==> src/rtl/music_sequencer.sv <==
// music_sequencer: plays an external note table as a square wave with start/stop/pause, loop and song length.
// Optional MUSIC_OCTAVE_EN: latched half-period is note >> octave; otherwise octave is ignored.
module music_sequencer #(
    parameter int CLK_HZ  = 100_000_000,
    parameter int TICK_HZ = 8,
    parameter int ADDR_W  = 10,
    parameter int NOTE_W  = 20,
    parameter int DUR_W   = 5
) (
    input  logic              clk,
    input  logic              rst,
    input  logic              start,
    input  logic              stop,
    input  logic              pause,
    input  logic              loop,
    input  logic [ADDR_W-1:0] song_len,
    input  logic [NOTE_W-1:0] note,
    input  logic [DUR_W-1:0]  duration,
    input  logic [1:0]        octave,
    output logic [ADDR_W-1:0] addr,
    output logic              audio,
    output logic              playing,
    output logic              done
);
    localparam int TICK_DIV = CLK_HZ / TICK_HZ;
    localparam int TW = (TICK_DIV > 1) ? $clog2(TICK_DIV) : 1;

    typedef enum logic [1:0] {IDLE, FETCH, PLAY} state_t;

    state_t            state_q, state_d;
    logic [ADDR_W-1:0] addr_q, addr_d;
    logic [NOTE_W-1:0] note_q, note_d;
    logic [DUR_W-1:0]  dur_q, dur_d;
    logic [TW-1:0]     tick_q, tick_d;
    logic [DUR_W:0]    step_q, step_d;
    logic [NOTE_W-1:0] tone_q, tone_d;
    logic              audio_q, audio_d;
    logic              done_q, done_d;

    logic [NOTE_W-1:0] eff_note;
    logic [DUR_W:0]    dur_eff;
    logic [ADDR_W:0]   addr_nx;
    logic              tick_wrap, tone_wrap, step_end, more;

`ifdef MUSIC_OCTAVE_EN
    assign eff_note = note >> octave;
`else
    logic unused_octave;
    assign unused_octave = ^octave;
    assign eff_note = note;
`endif

    assign dur_eff   = (dur_q == '0) ? (DUR_W+1)'(1) : {1'b0, dur_q};
    assign tick_wrap = tick_q == TW'(TICK_DIV - 1);
    assign tone_wrap = tone_q == note_q - NOTE_W'(1);
    assign step_end  = tick_wrap && (step_q + (DUR_W+1)'(1) == dur_eff);
    assign addr_nx   = {1'b0, addr_q} + (ADDR_W+1)'(1);
    assign more      = addr_nx < {1'b0, song_len};

    always_comb begin
        state_d = state_q;
        addr_d  = addr_q;
        note_d  = note_q;
        dur_d   = dur_q;
        tick_d  = tick_q;
        step_d  = step_q;
        tone_d  = tone_q;
        audio_d = audio_q;
        done_d  = 1'b0;
        if (stop) begin
            state_d = IDLE;
            addr_d  = '0;
            audio_d = 1'b0;
            tick_d  = '0;
            step_d  = '0;
            tone_d  = '0;
        end else if (pause) begin
            done_d = 1'b0;
        end else if (start) begin
            addr_d  = '0;
            audio_d = 1'b0;
            tick_d  = '0;
            step_d  = '0;
            tone_d  = '0;
            state_d = (song_len != '0) ? FETCH : IDLE;
            done_d  = (song_len == '0);
        end else begin
            unique case (state_q)
                FETCH: begin
                    note_d  = eff_note;
                    dur_d   = duration;
                    tick_d  = '0;
                    step_d  = '0;
                    tone_d  = '0;
                    audio_d = 1'b0;
                    state_d = PLAY;
                end
                PLAY: begin
                    tick_d = tick_wrap ? '0 : tick_q + TW'(1);
                    step_d = tick_wrap ? step_q + (DUR_W+1)'(1) : step_q;
                    // Codes below 2 are rests: the tone counter stays idle and audio stays low.
                    if (note_q >= NOTE_W'(2)) begin
                        tone_d  = tone_wrap ? '0 : tone_q + NOTE_W'(1);
                        audio_d = audio_q ^ tone_wrap;
                    end
                    if (step_end) begin
                        audio_d = 1'b0;
                        addr_d  = more ? addr_nx[ADDR_W-1:0] : '0;
                        state_d = (more || loop) ? FETCH : IDLE;
                        done_d  = !more && !loop;
                    end
                end
                default: state_d = IDLE;
            endcase
        end
    end

    always_ff @(posedge clk) begin
        if (rst) begin
            state_q <= IDLE;
            addr_q  <= '0;
            note_q  <= '0;
            dur_q   <= '0;
            tick_q  <= '0;
            step_q  <= '0;
            tone_q  <= '0;
            audio_q <= 1'b0;
            done_q  <= 1'b0;
        end else begin
            state_q <= state_d;
            addr_q  <= addr_d;
            note_q  <= note_d;
            dur_q   <= dur_d;
            tick_q  <= tick_d;
            step_q  <= step_d;
            tone_q  <= tone_d;
            audio_q <= audio_d;
            done_q  <= done_d;
        end
    end

    assign addr    = addr_q;
    assign audio   = audio_q && !pause;
    assign playing = state_q != IDLE;
    assign done    = done_q;
endmodule

==> config.mk <==
export PLATFORM = sky130hd
export DESIGN_NAME = music_sequencer
export DESIGN_NICKNAME = d
export VERILOG_FILES = /design/src/rtl/music_sequencer.sv
export SDC_FILE = /design/constraint.sdc
export NUM_CORES = 1
export LEC_CHECK = 0
export ABC_CLOCK_PERIOD_IN_PS = 5600
export BUFFER_PORTS_ARGS = -buffer_cell sky130_fd_sc_hd__clkbuf_2
export CAP_MARGIN = 15
export CORE_MARGIN = 3
export CORE_UTILIZATION = 50
export CTS_BUF_LIST = sky130_fd_sc_hd__clkbuf_8
export DETAILED_ROUTE_END_ITERATION = 8
export PLACE_DENSITY = 0.7
export SETUP_SLACK_MARGIN = 0.05
export SLEW_MARGIN = 20
export SYNTH_ARGS = -nofsm -noshare
export SYNTH_HDL_FRONTEND = slang
export SYNTH_SLANG_ARGS = --single-unit
==> constraint.sdc <==
create_clock -name clk -period 5.6 [get_ports clk]
set_input_delay 0.84 -clock clk [delete_from_list [all_inputs] [get_ports clk]]
set_output_delay 0.84 -clock clk [all_outputs]
set_load 0.005 [all_outputs]
### Yosys cells after proc, flatten, opt, wreduce, memory -nomap -nowiden

Cells that the tools add are included.

* register bits: 89
* output and inout port bits: 13

* add/subtract/negate cells: 5
* $lt $le $gt $ge: 2
* equality and inequality tests: 9
* muxes and demuxes: 27
* bitwise operators: 4
* reduce and logical (&&, ||, !) cells: 23

Operators with widths (number)
* $mux W20: 3
* $mux W24: 2
* $pmux W24 S2: 1
* $mux W10: 4
* $pmux W20 S2: 1
* $add A24 B1 Y24 const B: 1
* $eq A24 B24 Y1 const B: 1
* $add A20 B1 Y20 const B: 1
* $eq A20 B20 Y1: 1
* $ge A20 B2 Y1 const B: 1
* $sub A20 B1 Y20 const B: 1
* $mux W6: 2
* $pmux W6 S2: 1
* $reduce_and A3 Y1: 4
* $add A10 B1 Y11 const B: 1
* $lt A11 B10 Y1: 1
* $logic_not A10 Y1: 1
* $reduce_bool A10 Y1: 1
* $ne A3 B3 Y1 const B: 3
* $mux W1: 8
* $add A6 B1 Y6 const B: 1
* $eq A6 B5 Y1: 1
* $reduce_bool A2 Y1: 3
* $logic_not A5 Y1: 1
* other kinds (17): 25

### Longest topological paths before layout

* depth after elaboration: 7
* depth in mapped cells: 14
* mapped depth without buffers: 14

### Least setup slack after synthesis

No wires, ideal clock.

* path kind: in2reg
* start point: in start
* end point: reg tone_q[9]
* library setup time: 114 ps
* arrival time: 2774 ps
* setup slack: 2712 ps
* stages: 10
* path buffers: 2
* cells stage by stage: clkbuf_1 -> nor3b_1 -> nand4_1 -> nor3_1 -> nand2b_1 -> clkbuf_1 -> nor2_1 -> nand4_1 -> xor2_1 -> nor2_1

* word-level cells in the longest chain between the ends: 2
* elaborated cells on any way between the ends: 4
* those cells by class: 1 x eq/ne; 1 x mux; 2 x reduce/logical

Ends and longest elaborated chain
* start: declaration: line 12 `input logic start,`
* $ne A3 B3 Y1 (no line) / $reduce_bool A3 Y1 (equally long branches)
* $reduce_and A3 Y1 (no line)
* end signal: assignment: line 136 `tone_q <= tone_d;`
* end: declaration: line 36 `logic [NOTE_W-1:0] tone_q, tone_d;`

Several ways; a longest one is shown, not always the timed one.
A chain may end at the register's enable or synchronous reset.

### Worst setup path after layout

* start point: reg note_q[0]
* end point: reg tone_q[18]

* word-level cells in the longest chain between the ends: 6
* elaborated cells on any way between the ends: 9
* those cells by class: 1 x add/sub; 1 x order compare; 2 x eq/ne; 4 x mux; 1 x reduce/logical

Ends and longest elaborated chain
* start: declaration: line 32 `logic [NOTE_W-1:0] note_q, note_d;`
* start signal: assignment: line 132 `note_q <= note_d;`
* $sub A20 B1 Y20: line 55 `assign tone_wrap = tone_q == note_q - NOTE_W'(1);`
* $eq A20 B20 Y1: line 55
* $mux W20: line 103 `tone_d = tone_wrap ? '0 : tone_q + NOTE_W'(1);`
* $mux W20: line 102 `if (note_q >= NOTE_W'(2)) begin`
* $pmux W20 S2: line 88 `unique case (state_q)`
* $mux W20: line 79 `end else if (start) begin`

Several ways; a longest one is shown, not always the timed one. The select of a mux whose other input is x is not followed.

==> flow_summary_export.csv <==
group,metric,value,unit
floorplan,die_w,108,microns
power_and_ir_drop,combinationalPowerShare,0.059,
timing,max_slew.worst_pin.slew,0.841,ns
synth,synth_warnings,0,
setup_path,dominant_delay_contributor_by_cell_family_on_the_critical_path,"compound AO/OA/AOI/OAI gates",
drt,total_vias_in_the_final_route,4713,
clock_network,cts.sink_count,89,
grt,global_route_wire_length_before_repair,20000,microns
floorplan,initial_core_util,0.522,
setup_path,critPathMaxStageDelay,0.59,ns
synth,synth-seq-area-share,0.343,
timing,final.setup.tns,0,ns
synth,post_synth_fa_ha_maj_area_fraction,0.0361,
job,timing.max_cap.violations,0,
synth,ys_ff_latch,89,
setup_path,required,5.85,ns
layout,syn_to_final_growth,9.87,%
clock_network,numCtsBuffers,9,
setup_path,crit_path_cell_trace,"inv_1 > ha_1 > nor3b_1 > nand4_1 > xnor2_1 > a2111oi_0 > nand2_1 > o31ai_4 > a21o_2 > nor2_1",
setup_path,cpMaxStageDelayCell,"nor3b_1",
synth,synth_compound_gate_area_share,0.139,
placed_design,place_congestion,0.898,
synth,synth-main-ff-cell,"dfxtp_1",
power_and_ir_drop,leakagePower,2.20,nW
setup_path,startpoint_type,"register",
clock_network,cts_root_buffer,"clkbuf_8",
clock_network,cts_max_path_buffers,2,
grt,grt_util_all_layers,0.211,
timing,finalCritPeriodShare,0.609,
synth,synth_fp_nets,719,
clock_network,cts_hold_repair.buffers,0,
floorplan,chipHeight,108,microns
layout,fin_nets,757,
timing,fin_worst_skew,0.0116,ns
clock_network,tritoncts,"yes",
clock_network,setup_buffers_after_cts,0,
synth,synth_area_leaders,"dfxtp_1 34%, nand2_1 7.9%, xor2_1 7.4%",
drt,post_drt_via_cell_ratio,5.63,
synth,syn-mean-instance-area,7.86,sq um
placed_design,portBuffers,53,
setup_path,crit_buf_inv,1,
synth,postSynth.asyncResetShare,0,
synth,netlist-cell-type-count,64,
grt,grt_pass1_vias,4316,
drt,finalWirelength,11800,microns
power_and_ir_drop,power.total,1.11,mW
timing,achievable-frequency,293,MHz
timing,timing.final.setup_violations,0,
power_and_ir_drop,power.switching,280,uW
power_and_ir_drop,cell_internal_power,833,uW
synth,number_of_enable_type_register_cells_in_the_synthesized_netlist,0,
worst_hold_path,holdCritPathClass,"register to register",
setup_path,critPathKind,"register to register",
timing,grt_setup_unrepaired,"no",
setup_path,crit_fanout,15,
drt,firstDrtPassIters,5,
clock_network,cts_resized,0,
synth,yosysMostFrequentCell,"nand2_1",
floorplan,ioPinCount,56,
layout,fin_cells,837,
floorplan,std_cell_rows,36,
layout,antenna_cells,0,
synth,combined_area_of_all_synthesized_cells,5200,sq um
power_and_ir_drop,switching_share,0.252,
timing,final_hold_viols,0,
synth,mux_cell_area_share_after_synthesis,0.00867,
grt,grt.overflow.total,0,
run_status,outcome,"complete, no violations",
timing,maxSlewHeadroom,0.437,
floorplan,die_area,11700,sq um
synth,leading_area_contributor_after_synthesis,"dfxtp_1",
floorplan,core_area,9950,sq um
grt,antenna_found_initial,0,
synth,synth_top_family_by_area,"simple AND/OR/NAND/NOR gates",
drt,remaining_drc_errors,0,
drt,routed_wire_length_per_instance,14.1,microns
placed_design,place.detailed.instances,821,
clock_network,insertion_delay,0.36,ns
setup_path,worst_setup_path_end_kind,"register",
power_and_ir_drop,power.share.sequential,0.571,
drt,detailedRoute.firstIterationViolations,306,
layout,num-fill-cells,953,
synth,post-synth-top-area-fraction,0.343,
synth,netlist_top_cells_count,"109 x nand2_1, 89 x dfxtp_1, 70 x nor2_1",
layout,layout-drive-gt1-share,0.132,
placed_design,dp.final_hpwl,8990,microns
grt,pin_count_of_the_biggest_net_entering_global_routing,28,
power_and_ir_drop,clock_power_share,0.370,
power_and_ir_drop,total_power_per_unit_cell_area,195,nW/um^2
power_and_ir_drop,peakVddDrop,107,uV
clock_network,htree_levels,3,
synth,post_synth_xor_xnor_area,0.125,
timing,slew_violations,0,
drt,antenna_left,0,
clock_network,clk_pin_slew,0.09,ns
timing,timing.final.crit_period,3.41,ns
synth,syn_inst,661,
setup_path,cp.arrival,3.66,ns
synth,synth_simple_gate_area_frac,0.312,
-- cells by family after synthesis --
family,count (synthesis)
AOI/OAI and AO/OA,109
DFF,89
and+or+nand+nor,326
adders and majority gates,15
muxes,4
buffers and inverters,47
xor gates and xnor gates,71
-- state kept, by name, indices dropped and copies added, names as in the netlist, 2 cells and up --
name,flops
addr,10
dur_q,5
state_q,2
note_q,20
tick_q,24
tone_q,20
step_q,6
-- power groups by stage --
stage / registers, mW / clock network [mW] / logic, mW
after floorplan: 0.650 / 0 / 0.0413
after global placement: 0.651 / 0 / 0.0642
after detailed placement: 0.651 / 0 / 0.0656
after CTS: 0.636 / 0.424 / 0.0660
after global routing: 0.637 / 0.452 / 0.0735
final: 0.636 / 0.412 / 0.0656
-- worst register-to-register path, cell delays in order (launching register included) --
cell and delay (ns):
dfxtp_1 0.39, inv_1 0.11, ha_1 0.19, nor3b_1 0.59, nand4_1 0.26, xnor2_1 0.25
a2111oi_0 0.50, nand2_1 0.17, o31ai_4 0.38, a21o_2 0.36, nor2_1 0.10
-- per-stage QoR --
step	area [sq um]	hold WS (ns)	setup slack, ns	util
finish	5710	0.465	2.19	0.574
global route	5710	0.495	2.00	0.574
floorplan	5200	0.437	2.71	-
detailed placement	5530	0.458	2.25	0.555
global placement	5530	0.450	2.41	0.555
CTS	5710	0.471	2.24	0.574
-- final cells by class --
cell class                 instances  area [sq um]  share of cell area
multi-input combinational        525          3230               0.565
timing repair buffer              56           288              0.0504
inverter                          18          67.6              0.0118
clock buffer                      10           138              0.0241
clock inverter                     6          42.5             0.00745
sequential                        89          1780               0.312
tap                              133           166              0.0291
-- per-layer routing --
metal  global-route usage  routed length [microns]  part of all wire  vias to the layer above
met2                0.359                     5610              0.48                      125
li1                     -                        -                 -                     2383
met5                    0                        0                 0                        -
met3               0.0364                      611             0.052                       12
met1                0.271                     5380              0.46                     2193
met4               0.0703                      185             0.016                        0
-- worst paths after layout --
check,from,end,slack [ns],cells after the start
setup / recovery,note_q[0],tone_q[18],2.19,10
hold / removal,dur_q[0],dur_q[0],0.46,2
setup reg to reg,note_q[0],tone_q[18],2.19,10
hold reg to reg,dur_q[0],dur_q[0],0.46,2
-- placed cells by master, fill, tap and decap left out, types with 2 or more instances in the layout --
cell / count
or4_4: 2
inv_1: 19
mux2i_1: 3
nand3_1: 26
a31oi_1: 5
a21bo_2: 2
dfxtp_1: 89
nand3b_1: 3
a21o_1: 9
nor3_1: 15
xor2_1: 44
xnor2_1: 25
nor4_2: 2
or4_1: 2
nand2b_1: 14
and4_1: 4
a21oi_1: 53
a2111oi_4: 2
nand4_1: 25
or3_1: 7
nand2_1: 109
a22oi_1: 5
nor4_1: 10
a2111oi_0: 3
nor4b_1: 2
and2_1: 2
or2_2: 4
nand4b_1: 3
nor2b_1: 3
nor3b_1: 2
and3_1: 12
ha_1: 15
o21ai_0: 14
clkbuf_2: 53
clkinv_4: 2
o21bai_1: 2
nor2_1: 70
clkbuf_8: 10
buf_4: 3
a211o_2: 2
Power figures use the tool's default switching activity.
